**src/rtl/bus_arbiter.sv**
```systemverilog
// bus_arbiter: two-requester (fetch/data) arbiter in front of a single
// split request/response system bus. One transaction is outstanding at a time.
// A transaction is a request phase followed by BEATS response beats.
// Optional feature: define BUS_ARB_RR_EN for round-robin tie breaking.
// When it is undefined, requester 1 (data) always wins a tie.
module bus_arbiter #(
    parameter int unsigned BUS_DATA_WIDTH = 64,
    parameter int unsigned BUS_TAG_WIDTH  = 13,
    parameter int unsigned BEATS          = 8
) (
    input  logic                      clk,
    input  logic                      reset,
    // requester side
    input  logic [1:0]                req_valid,
    input  logic [BUS_DATA_WIDTH-1:0] req_addr0,
    input  logic [BUS_DATA_WIDTH-1:0] req_addr1,
    input  logic [BUS_TAG_WIDTH-1:0]  req_tag0,
    input  logic [BUS_TAG_WIDTH-1:0]  req_tag1,
    output logic [1:0]                req_grant,
    output logic [1:0]                resp_valid,
    output logic [BUS_DATA_WIDTH-1:0] resp_data,
    output logic                      resp_last,
    // system bus side
    output logic                      bus_reqcyc,
    output logic [BUS_DATA_WIDTH-1:0] bus_req,
    output logic [BUS_TAG_WIDTH-1:0]  bus_reqtag,
    input  logic                      bus_reqack,
    input  logic                      bus_respcyc,
    input  logic [BUS_DATA_WIDTH-1:0] bus_resp,
    input  logic [BUS_TAG_WIDTH-1:0]  bus_resptag,
    output logic                      bus_respack
);

    localparam int unsigned CNT_W = (BEATS > 1) ? $clog2(BEATS) : 1;

    localparam logic [1:0] ST_IDLE = 2'd0;
    localparam logic [1:0] ST_REQ  = 2'd1;
    localparam logic [1:0] ST_RESP = 2'd2;

    logic [1:0]       state_q;
    logic [1:0]       state_d;
    logic             owner_q;
    logic             pick;
    logic [CNT_W-1:0] count_q;
    logic             last_beat;

    // Response tags are not checked: with one outstanding transaction the
    // owner is already known.
    logic             unused_resptag;
    assign unused_resptag = ^bus_resptag;

    assign last_beat = (count_q == CNT_W'(BEATS - 1));

`ifdef BUS_ARB_RR_EN
    logic last_served_q;

    // Owner selection: a tie goes to the requester not served last.
    always_comb begin
        pick = owner_q;
        case (req_valid)
            2'b01:   pick = 1'b0;
            2'b10:   pick = 1'b1;
            2'b11:   pick = ~last_served_q;
            default: pick = owner_q;
        endcase
    end

    // Last-served pointer updates when the bus accepts the request.
    always_ff @(posedge clk or posedge reset) begin
        if (reset) begin
            last_served_q <= 1'b1;
        end else if (state_q == ST_REQ && bus_reqack) begin
            last_served_q <= owner_q;
        end
    end
`else
    // Owner selection: fixed priority, data requester wins a tie.
    always_comb begin
        pick = owner_q;
        case (req_valid)
            2'b01:   pick = 1'b0;
            2'b10:   pick = 1'b1;
            2'b11:   pick = 1'b1;
            default: pick = owner_q;
        endcase
    end
`endif

    // FSM state register.
    always_ff @(posedge clk or posedge reset) begin
        if (reset) begin
            state_q <= ST_IDLE;
        end else begin
            state_q <= state_d;
        end
    end

    // Next-state and bus/requester output decode.
    always_comb begin
        state_d     = state_q;
        bus_reqcyc  = 1'b0;
        bus_req     = '0;
        bus_reqtag  = '0;
        req_grant   = 2'b00;
        bus_respack = 1'b0;
        resp_valid  = 2'b00;
        resp_data   = '0;
        resp_last   = 1'b0;
        case (state_q)
            ST_IDLE: begin
                if (|req_valid) begin
                    state_d = ST_REQ;
                end
            end
            ST_REQ: begin
                bus_reqcyc = 1'b1;
                bus_req    = owner_q ? req_addr1 : req_addr0;
                bus_reqtag = owner_q ? req_tag1 : req_tag0;
                if (bus_reqack) begin
                    req_grant = {owner_q, ~owner_q};
                    state_d   = ST_RESP;
                end
            end
            ST_RESP: begin
                bus_respack = bus_respcyc;
                resp_data   = bus_resp;
                if (bus_respcyc) begin
                    resp_valid = {owner_q, ~owner_q};
                    resp_last  = last_beat;
                    if (last_beat) begin
                        state_d = ST_IDLE;
                    end
                end
            end
            default: begin
                state_d = ST_IDLE;
            end
        endcase
    end

    // Owner latch (IDLE only) and response beat counter.
    always_ff @(posedge clk or posedge reset) begin
        if (reset) begin
            owner_q <= 1'b0;
            count_q <= '0;
        end else begin
            if (state_q == ST_IDLE && (|req_valid)) begin
                owner_q <= pick;
            end
            if (state_q == ST_REQ && bus_reqack) begin
                count_q <= '0;
            end else if (state_q == ST_RESP && bus_respcyc) begin
                count_q <= count_q + CNT_W'(1);
            end
        end
    end

endmodule
```
**config.mk**
```make
export PLATFORM = sky130hd
export DESIGN_NAME = bus_arbiter
export DESIGN_NICKNAME = d
export VERILOG_FILES = /design/src/rtl/bus_arbiter.sv
export SDC_FILE = /design/constraint.sdc
export NUM_CORES = 1
export LEC_CHECK = 0
export ABC_AREA = 1
export BUFFER_PORTS_ARGS = -buffer_cell sky130_fd_sc_hd__buf_2
export CAP_MARGIN = 30
export CORE_AREA = 8 8 144 146
export DETAILED_ROUTE_END_ITERATION = 8
export DIE_AREA = 0 0 152 154
export PLACE_DENSITY = 0.42
export SLEW_MARGIN = 10
export SYNTH_ARGS = -nofsm -noshare
export SYNTH_HDL_FRONTEND = slang
export SYNTH_SLANG_ARGS = --single-unit
```
**constraint.sdc**
```tcl
create_clock -name clk -period 1.1 [get_ports clk]
set_input_delay 0.11 -clock clk [delete_from_list [all_inputs] [get_ports clk]]
set_output_delay 0.11 -clock clk [all_outputs]
set_load 0.05 [all_outputs]
```
==> reports/metrics.yaml, run 1 <==
timing:
  setup_viol: 153
  timing.fmax_ghz: 0.638
  drv_slew: 0
  worst_pin_slew_ns: 0.264
  rsz0062_at_grt: "true"
  slew_headroom_pct: 82.4
  period_minus_slack_ns: 1.57
  setup_ws_ns: -0.467
  finalCritPeriodShare_pct: 142
  clock-skew-final_ns: 0.00446
  hold_viol: 0
routing:
  routedWlPerCell_um: 16.8
  drc_errors: 0
  vias: 4370
  vias_per_cell: 4.02
  drt_iter0_drc: 67
  final_antenna_net_count: 0
  routed_wl_um: 18300
  first_pass_iters: 4
critical_path:
  critical_path.slowest_cell: "dfrtp_2"
  cp.required_ns: 0.99
  cp_top_family: "buffers and inverters"
  cp_slowest_stage_delay_ns: 0.37
  regToRegEndpoint: "owner_q$_DFFE_PP0P_"
  cp-end-kind: "output port"
  path_buf_inv: 4
  cp_common_cell: "buf_12"
  rrSetupSlack_ns: -0.12
  r2r.worst_path.cells: 7
  crit_arrival_ns: 1.46
  start_kind: "flip-flop"
  rr_startpoint: "state_q[1]$_DFFE_PP0P_"
  critPathMaxFanout: 7
  path_cells: "buf_12 > buf_12 > buf_12 > nand2_1 > a21oi_4 > buf_6"
  worstSetupPathType: "flip-flop to output port"
floorplanning:
  coreArea_um2: 18500
  die_area_um2: 23400
  rows: 50
  initial_core_util_pct: 10.9
  io_pins: 385
  die_y_um: 154
  die_w_um: 152
grt:
  grt_start_max_net_pins: 18
  track_usage_pct: 14.3
  grt-ovfl-total: 0
  grt_pass1_wl_um: 27300
  antenna_found_initial: 1
  grt_pass1_vias: 4839
logic_synthesis:
  ys_seq_area_share_pct: 7.46
  syn-num-nets: 672
  synth_mux_area_share_pct: 0
  synth_warnings: 0
  syn_inst: 433
  synth_adder_area_share_pct: 1.24
  synth.avg_cell_area_um2: 4.65
  syn_area_um2: 2010
  synthDistinctLibCells: 16
  synth_top_family_by_area: "simple AND/OR/NAND/NOR gates"
  yosys.area_share.simple_pct: 46.0
  synth-compound-area-share_pct: 21.1
  synth-xor-area-share_pct: 0
  synth-seq-cells: 6
clocking:
  path_clk_slew_ns: 0.04
  cts_max_path_buffers: 2
  numCtsBuffers: 3
  cts_tree: "built"
  clk_latency_ns: 0.23
  cts-root-buf: "clkbuf_16"
  ctsHtreeMaxLevel: 1
  clock_sinks: 6
placed_design:
  dp_slack_ns: -0.320
  port_buffers: 371
  place_hpwl_um: 14000
  gp_congestion: 0.791
pwr:
  peakVddDrop_uv: 1520
  cellPowerDensity_nw_per_um2: 2970
  leakagePower_nw: 3.75
  p_total_mw: 24.0
outcome:
  status: "finished with violations"
  violations: "setup timing"
layout:
  syn_to_final_growth_pct: 301
  drive_gt1_share_pct: 80.2
  fill_cells: 1753
  nets: 1092
min_path:
  hp-start: "bus_reqack"
  min_to: "state_q[0]$_DFFE_PP0P_"
  hold_class: "input pin to flip-flop"
  whs_path_depth: 2
flow_run:
  cap_violations: 0
==> area by class of cell <==
class / count / area, um^2 / share of cell area, %
clock buffer: 4 / 78.8 / 0.978
sequential: 6 / 153 / 1.89
tap: 234 / 293 / 3.63
timing repair inverter: 1 / 8.76 / 0.109
inverter: 71 / 297 / 3.68
timing repair buffer: 444 / 4190 / 51.9
antenna: 1 / 2.50 / 0.0310
multi-input combinational: 326 / 3050 / 37.8
==> power breakdown <==
group | leakage (nW) | total [mW] | internal, mW | switching (mW)
Clock | 0.0382 | 0.619 | 0.482 | 0.136
Sequential | 0.0749 | 0.408 | 0.316 | 0.0927
Combinational | 3.64 | 22.9 | 9.40 | 13.5
Total | 3.75 | 24.0 | 10.2 | 13.8
==> stage by stage <==
step / utilization [%] / cell area (um^2) / hold slack, ns / cells / TNS, ns
after floorplan: - / 3360 / -0.0990 / 433 / -26.67
after global placement: 31.3 / 5780 / 0.0603 / 1050 / -38.11
after detailed placement: 31.3 / 5780 / 0.0549 / 1050 / -39.21
after CTS: 40.6 / 7500 / 0.129 / 1079 / -62.50
after global routing: 43.7 / 8060 / 0.155 / 1087 / -68.19
final: 43.7 / 8060 / 0.125 / 1087 / -60.10
==> worst max path at each step <==
| stage | from | end | slack [ns] | depth (start not counted) |
|---|---|---|---|---|
| 2_1_floorplan | owner_q$_DFFE_PP0P_ | bus_req[45] | -0.20 | 6 |
| 3_3_place_gp | owner_q$_DFFE_PP0P_ | bus_req[21] | -0.31 | 5 |
| 3_5_place_dp | owner_q$_DFFE_PP0P_ | bus_req[15] | -0.32 | 5 |
| 4_1_cts | owner_q$_DFFE_PP0P_ | bus_req[61] | -0.48 | 6 |
| 5_1_grt | owner_q$_DFFE_PP0P_ | bus_req[11] | -0.51 | 6 |
| 6_report | owner_q$_DFFE_PP0P_ | bus_req[6] | -0.47 | 6 |
==> routing by layer <==
layer	wire, um	share of wire [%]	GRT usage [%]
met4	301	1.6	3.38
met3	1660	9.1	5.10
met5	0	0	0
met2	9820	54	27.8
met1	6490	36	14.4
==> flip-flops by register name, indices dropped and copies added, names as in the netlist <==
| name | cells |
|---|---|
| state_q | 2 |
| count_q | 3 |
| owner_q | 1 |
==> cell families (layout without fill, tap and decap cells) <==
group                      Yosys count  count (layout)
buffers and inverters              103             520
adders and majority gates            2               2
AOI/OAI and AO/OA                   79              79
and+or+nand+nor                    243             245
other                                0               1
DFF                                  6               6
==> synthesized netlist by cell type <==
cell,number,area share (%)
nand4_1,1,0.31
clkinv_2,1,0.25
nand3_1,6,1.5
buf_4,1,0.37
inv_1,68,13
nor2_1,70,13
dfrtp_1,6,7.5
o21ai_0,2,0.50
buf_6,9,5.0
a21oi_2,8,3.5
buf_2,22,5.5
nand2_2,1,0.31
a21oi_1,69,17
nand2_1,165,31
inv_2,2,0.37
ha_1,2,1.2
==> layout by cell type, fill, tap and decap left out, drive strengths merged <==
master / count
a21oi: 77
buf: 437
clkbuf: 10
clkinv: 2
clkinvlp: 1
dfrtp: 6
diode: 1
dlygate4sd3: 1
ha: 2
inv: 69
nand2: 168
nand3: 6
nand4: 1
nor2: 70
o21ai: 2
==> timing repair <==
action / 4_1_cts / 5_1_grt
setup endpoints to repair: 153 / 154
hold buffers: 1 / 0
gates cloned: 11 / 6
pin swaps: 3 / 35
gates resized for setup: 382 / 137
hold endpoints to repair: 6 / 0
buffers inserted: 13 / 14
No activity file was read; power rests on OpenSTA's default activity.
==> inputs of run 2 (changes only) <==
--- a/config.mk
+++ b/config.mk
@@ -12,6 +12,7 @@
 export DETAILED_ROUTE_END_ITERATION = 8
 export DIE_AREA = 0 0 152 154
 export PLACE_DENSITY = 0.42
+export SKIP_LAST_GASP = 1
 export SLEW_MARGIN = 10
 export SYNTH_ARGS = -nofsm -noshare
 export SYNTH_HDL_FRONTEND = slang
==> reports/metrics.yaml, run 2 (synthesized netlist as in run 1, its figures left out) <==
critical_path:
  critPathLaunch: "owner_q$_DFFE_PP0P_"
  rrSetupSlack_ns: -0.09  # +0.03 ns
  worstSetupPathType: "flip-flop to output port"
  rr_startpoint: "state_q[1]$_DFFE_PP0P_"
  crit_arrival_ns: 1.45  # about the same
  cp-end-kind: "output port"
  regToRegEndpoint: "owner_q$_DFFE_PP0P_"
  r2r.worst_path.cells: 7  # unchanged
  endpoint: "bus_req[41]"
  cp.required_ns: 0.99  # about the same
  start_kind: "flip-flop"
  critPathMaxFanout: 6  # -1
timing:
  period_minus_slack_ns: 1.56  # -0.00356 ns
  finalSetupTns_ns: -59.35  # +0.745 ns
  clock-skew-final_ns: 0.00451  # +0.0000508 ns
  hold_viol: 0  # unchanged
  timing.fmax_ghz: 0.640  # +0.23%
  setup_viol: 153  # unchanged
  setup_ws_ns: -0.463  # +0.00356 ns
  drv_slew: 0  # unchanged
  rsz0062_at_grt: "true"
  slew_headroom_pct: 82.6  # +0.16 points
  worst_pin_slew_ns: 0.261  # -0.00246 ns
  finalCritPeriodShare_pct: 142  # -0.32 points
routing:
  drt_iter0_drc: 91  # +36%
  vias_per_cell: 3.99  # -0.71%
  drc_errors: 0  # unchanged
  final_antenna_net_count: 0  # unchanged
  first_pass_iters: 4  # unchanged
  routed_wl_um: 18000  # -1.6%
  routedWlPerCell_um: 16.6  # -1.3%
  vias: 4327  # -0.98%
floorplanning:
  initial_core_util_pct: 10.9  # unchanged
  die_w_um: 152  # unchanged
  coreArea_um2: 18500  # unchanged
  die_y_um: 154  # unchanged
  rows: 50  # unchanged
  io_pins: 385  # unchanged
  die_area_um2: 23400  # unchanged
clocking:
  ctsHtreeMaxLevel: 1  # unchanged
  cts-root-buf: "clkbuf_16"
  cts_max_path_buffers: 2  # unchanged
  clk_latency_ns: 0.23  # about the same
  clock_sinks: 6  # unchanged
  numCtsBuffers: 3  # unchanged
  path_clk_slew_ns: 0.04  # about the same
  cts_tree: "built"
min_path:
  whs_path_depth: 2  # unchanged
  hold_class: "input pin to flip-flop"
layout:
  top_register: "count_q"
  largest_reg_flops: 3  # unchanged
  fill_cells: 1779  # +1.5%
  final_common_cell: "buf_2"
  reg_top3: "count_q: 3 flops, state_q: 2 flops, owner_q: 1 flops"
  drive_gt1_share_pct: 78.8  # -1.4 points
  mostFrequentLayoutCells: "223 x buf_2, 104 x buf_6, 103 x nand2_1"
  syn_to_final_growth_pct: 292
  design_area_um2: 7890  # -2.1%
  seqCellArea_um2: 153  # unchanged
  nets: 1089  # -0.27%
  multi_input_area_um2: 2990  # -1.9%
grt:
  grt_start_max_net_pins: 18  # unchanged
  grt_pass1_wl_um: 27200  # -0.12%
  grt-ovfl-total: 0  # unchanged
  track_usage_pct: 14.4  # about the same
  grt_pass1_vias: 4843  # +0.083%
  antenna_found_initial: 1  # unchanged
pwr:
  p_int_mw: 9.81  # -3.8%
  clockPowerShare_pct: 2.6  # about the same
  peakVddDrop_uv: 1520  # -0.15%
  netSwitchingPower_mw: 13.5  # -1.6%
  cellPowerDensity_nw_per_um2: 2960  # -0.39%
  combPwrFrac_pct: 95.6  # about the same
  swShare_pct: 58.0  # +0.55 points
  leakagePower_nw: 3.68  # -1.9%
  seq_power_share_pct: 1.8  # about the same
outcome:
  violations: "setup timing"
  status: "finished with violations"
placed_design:
  port_buffers: 371  # unchanged
  post_dp_cell_area_um2: 5780  # unchanged
  gp_congestion: 0.791  # unchanged
  place_hpwl_um: 14000  # unchanged
flow_run:
  cap_violations: 0  # unchanged
run 2: changes by cell type in the layout (fill, tap and decap cells not counted), sizes merged:
cell    delta
clkbuf     -2
inv        -1
clkinv     +1
buf        -1
run 2: final cells by class:
cell class	instances	share of cell area, %
timing repair inverter	1	0.111
antenna	1	0.0317
tap	234	3.71
multi-input combinational	326	37.9
clock buffer	4	0.999
sequential	6	1.93
timing repair buffer	441	51.7
inverter	71	3.68
run 2: how the worst min path moves through the flow:
stage / startpoint / to / slack [ns]
after CTS: bus_reqack / state_q[0]$_DFFE_PP0P_ / 0.14
after global placement: reset / count_q[0]$_DFFE_PP0P_ / 0.06
final: bus_reqack / state_q[0]$_DFFE_PP0P_ / 0.12
after global routing: bus_reqack / state_q[0]$_DFFE_PP0P_ / 0.14
after floorplan: reset / count_q[0]$_DFFE_PP0P_ / -0.1
after detailed placement: reset / count_q[1]$_DFFE_PP0P_ / 0.05
run 2: power groups by stage:
stage	clock network (mW)	registers, mW	logic, mW
after detailed placement	0	0.431	16.5
after CTS	0.625	0.403	21.4
after global routing	0.640	0.422	23.5
final	0.611	0.410	22.3
after global placement	0	0.431	16.6
after floorplan	0	0.381	12.4
run 2: metrics by stage:
| step | hold slack [ns] | worst slack [ns] | util (%) | std cells | total power [mW] |
|---|---|---|---|---|---|
| 6_report | 0.117 | -0.463 | 42.8 | 1084 | 23.4 |
| 5_1_grt | 0.140 | -0.505 | 42.8 | 1084 | 24.5 |
| 4_1_cts | 0.136 | -0.484 | 40.4 | 1079 | 22.4 |
| 3_5_place_dp | 0.0549 | -0.320 | 31.3 | 1050 | 17.0 |
| 3_3_place_gp | 0.0603 | -0.306 | 31.3 | 1050 | 17.0 |
| 2_1_floorplan | -0.0990 | -0.201 | - | 433 | 12.7 |
run 2: critical path, cell delays in order (launching register included):
cell	delay, ns
dfrtp_2	0.37
buf_12	0.16
clkbuf_16	0.16
buf_4	0.13
nand2_1	0.08
a21oi_4	0.15
buf_6	0.17
run 2: timing repair:
item / 4_1_cts / 5_1_grt
buffers inserted: 13 / 12
hold buffers: 1 / 0
endpoints found under the hold margin: 6 / 0
cloned: 11 / 4
endpoints found under the setup margin: 153 / 154
gates resized for setup: 364 / 122
pin swaps: 3 / 19
run 2: metal layers:
metal | vias up | track usage [%] | part of all wire [%]
met5 | - | 0 | 0
met4 | 0 | 3.38 | 1.7
met3 | 18 | 5.13 | 9.0
met2 | 239 | 27.7 | 54
met1 | 1935 | 14.4 | 36
li1 | 2135 | - | -
==> inputs of run 3 (changes only) <==
--- a/config.mk
+++ b/config.mk
@@ -11,7 +11,7 @@
 export CORE_AREA = 8 8 144 146
 export DETAILED_ROUTE_END_ITERATION = 8
 export DIE_AREA = 0 0 152 154
-export PLACE_DENSITY = 0.42
+export PLACE_DENSITY = 0.46
 export SKIP_LAST_GASP = 1
 export SLEW_MARGIN = 10
 export SYNTH_ARGS = -nofsm -noshare
==> constraint.sdc (replaced) <==
create_clock -name clk -period 1.1 [get_ports clk]
set_input_delay 0.055 -clock clk [delete_from_list [all_inputs] [get_ports clk]]
set_output_delay 0.055 -clock clk [all_outputs]
set_load 0.05 [all_outputs]
==> reports/metrics.yaml, run 3 (synthesized netlist as in run 1, its figures left out) <==
clocking:
  clock_sinks: 6  # unchanged
  path_clk_slew_ns: 0.03  # about the same
  numCtsBuffers: 3  # unchanged
  clk_latency_ns: 0.23  # about the same
  cts_max_path_buffers: 2  # unchanged
  ctsHtreeMaxLevel: 1  # unchanged
  cts-root-buf: "clkbuf_16"
  cts_tree: "built"
routing:
  vias: 4253  # -1.7%
  final_antenna_net_count: 0  # unchanged
  routedWlPerCell_um: 17.2  # +3.6%
  routed_wl_um: 18300  # +1.7%
  first_pass_iters: 4  # unchanged
  vias_per_cell: 4.00  # +0.14%
  drt_iter0_drc: 116  # +27%
  drc_errors: 0  # unchanged
pwr:
  peakVddDrop_uv: 1130  # -25%
  leakagePower_nw: 3.55  # -3.5%
  p_total_mw: 22.3  # -4.6%
  cellPowerDensity_nw_per_um2: 2980  # +0.69%
grt:
  grt_start_max_net_pins: 24  # +6
  grt_pass1_vias: 4494  # -7.2%
  grt_pass1_wl_um: 25500  # -6.6%
  antenna_found_initial: 0  # -1
  grt-ovfl-total: 0  # unchanged
  track_usage_pct: 13.4  # -0.92 points
min_path:
  hold_class: "input pin to flip-flop"
  min_to: "state_q[0]$_DFFE_PP0P_"
  hp-start: "bus_reqack"
  whs_path_depth: 2  # unchanged
floorplanning:
  die_y_um: 154  # unchanged
  initial_core_util_pct: 10.9  # unchanged
  rows: 50  # unchanged
  die_w_um: 152  # unchanged
  die_area_um2: 23400  # unchanged
  io_pins: 385  # unchanged
  coreArea_um2: 18500  # unchanged
timing:
  hold_viol: 0  # unchanged
  slew_headroom_pct: 81.2  # -1.4 points
  drv_slew: 0  # unchanged
  setup_viol: 154  # +0.65%
  whs_ns: 0.0496  # -0.0675 ns
  timing.fmax_ghz: 0.662  # +3.4%
  clock-skew-final_ns: 0.00323  # -0.00128 ns
  setup_ws_ns: -0.411  # +0.0517 ns
  worst_pin_slew_ns: 0.282  # +0.0209 ns
  period_minus_slack_ns: 1.51  # -0.0517 ns
  rsz0062_at_grt: "true"
  finalCritPeriodShare_pct: 137  # -4.7 points
critical_path:
  regToRegEndpoint: "count_q[2]$_DFFE_PP0P_"
  cp-end-kind: "output port"
  r2r.worst_path.cells: 7  # unchanged
  worstSetupPathType: "flip-flop to output port"
  start_kind: "flip-flop"
  critPathMaxFanout: 7  # +1
  crit_arrival_ns: 1.46  # about the same
  rr_startpoint: "state_q[0]$_DFFE_PP0P_"
  cp_slowest_stage_delay_ns: 0.40  # +0.03 ns
  cp.required_ns: 1.04  # +0.05 ns
  critical_path.slowest_cell: "dfrtp_1"
  critPathLaunch: "state_q[1]$_DFFE_PP0P_"
  path_cells: "inv_4 > nand2_8 > buf_4 > a21oi_4 > buf_6"
  rrSetupSlack_ns: -0.24  # -0.15 ns
layout:
  final_common_cell: "buf_2"
  design_area_um2: 7480  # -5.2%
  nets: 1070  # -1.7%
  final_core_util_pct: 40.5  # -2.2 points
  mostFrequentLayoutCells: "224 x buf_2, 123 x nand2_1, 121 x buf_6"
  drive_gt1_share_pct: 75.3  # -3.5 points
  top_register: "count_q"
  syn_to_final_growth_pct: 272
  largest_reg_flops: 3  # unchanged
  diodes: 0  # -1
  reg_top3: "count_q: 3 flops, state_q: 2 flops, owner_q: 1 flops"
flow_run:
  cap_violations: 0  # unchanged
placed_design:
  dp_slack_ns: -0.254  # +0.0658 ns
  place_hpwl_um: 13700  # -2.0%
  gp_congestion: 0.820  # +3.7%
  post_dp_cell_area_um2: 5730  # -0.84%
  port_buffers: 371  # unchanged
outcome:
  violations: "setup timing"
  status: "finished with violations"
==> run 3: cell types whose count changed in the layout (fill, tap and decap cells not counted), moves of 13 or more <==
| cell | change |
|---|---|
| nor2_4 | -13 |
| buf_12 | -14 |
| buf_8 | -26 |
| buf_6 | +17 |
| nand2_1 | +20 |
| nand2_2 | -23 |
==> run 3: area by class of cell <==
type                    count  area, um^2
fillers                  1822       11000
repair buffers            423        3820
clock buffers               4        78.8
well taps                 234         293
multi-input cells         326        2850
flip-flops and latches      6         153
inverters                  71         287
==> run 3: power by group <==
part	total, mW	leakage [nW]	internal, mW	switching [mW]
Combinational	21.2	3.44	8.20	13.0
Sequential	0.476	0.0749	0.315	0.160
Clock	0.606	0.0382	0.481	0.125
==> run 3: worst max-delay path by stage <==
stage | slack, ns | depth (start not counted) | endpoint
floorplan | -0.15 | 5 | bus_req[54]
global placement | -0.23 | 4 | bus_req[17]
detailed placement | -0.25 | 5 | resp_data[27]
CTS | -0.39 | 5 | bus_req[54]
global route | -0.47 | 4 | bus_req[39]
finish | -0.41 | 5 | bus_req[39]
==> run 3: metrics by stage <==
step	cells	setup TNS [ns]
3_3_place_gp	1038	-29.13
5_1_grt	1064	-63.77
3_5_place_dp	1038	-30.31
6_report	1064	-53.06
2_1_floorplan	433	-20.65
4_1_cts	1049	-53.75
==> run 3: layer usage <==
metal	vias up	GRT usage, %	wire, um
met5	-	0	0
met4	0	2.14	220
met3	14	3.84	1400
met2	231	26.8	10100
met1	1914	13.8	6590
li1	2094	-	-
==> run 3: repair_timing <==
action | CTS | global route
hold buffers | 1 | 0
setup buffers | 3 | 1
gates resized for setup | 259 | 128
setup endpoints to repair | 153 | 154
pin swaps | 0 | 3
gates cloned | 3 | 14
hold endpoints to repair | 6 | 0
==> run 3: worst max-delay path: cells and delay by family, from the launching register on <==
| family | cells | cell delay [ns] |
|---|---|---|
| AOI/OAI and AO/OA | 1 | 0.14 |
| buffers and inverters | 3 | 0.53 |
| DFF | 1 | 0.40 |
| and+or+nand+nor | 1 | 0.13 |
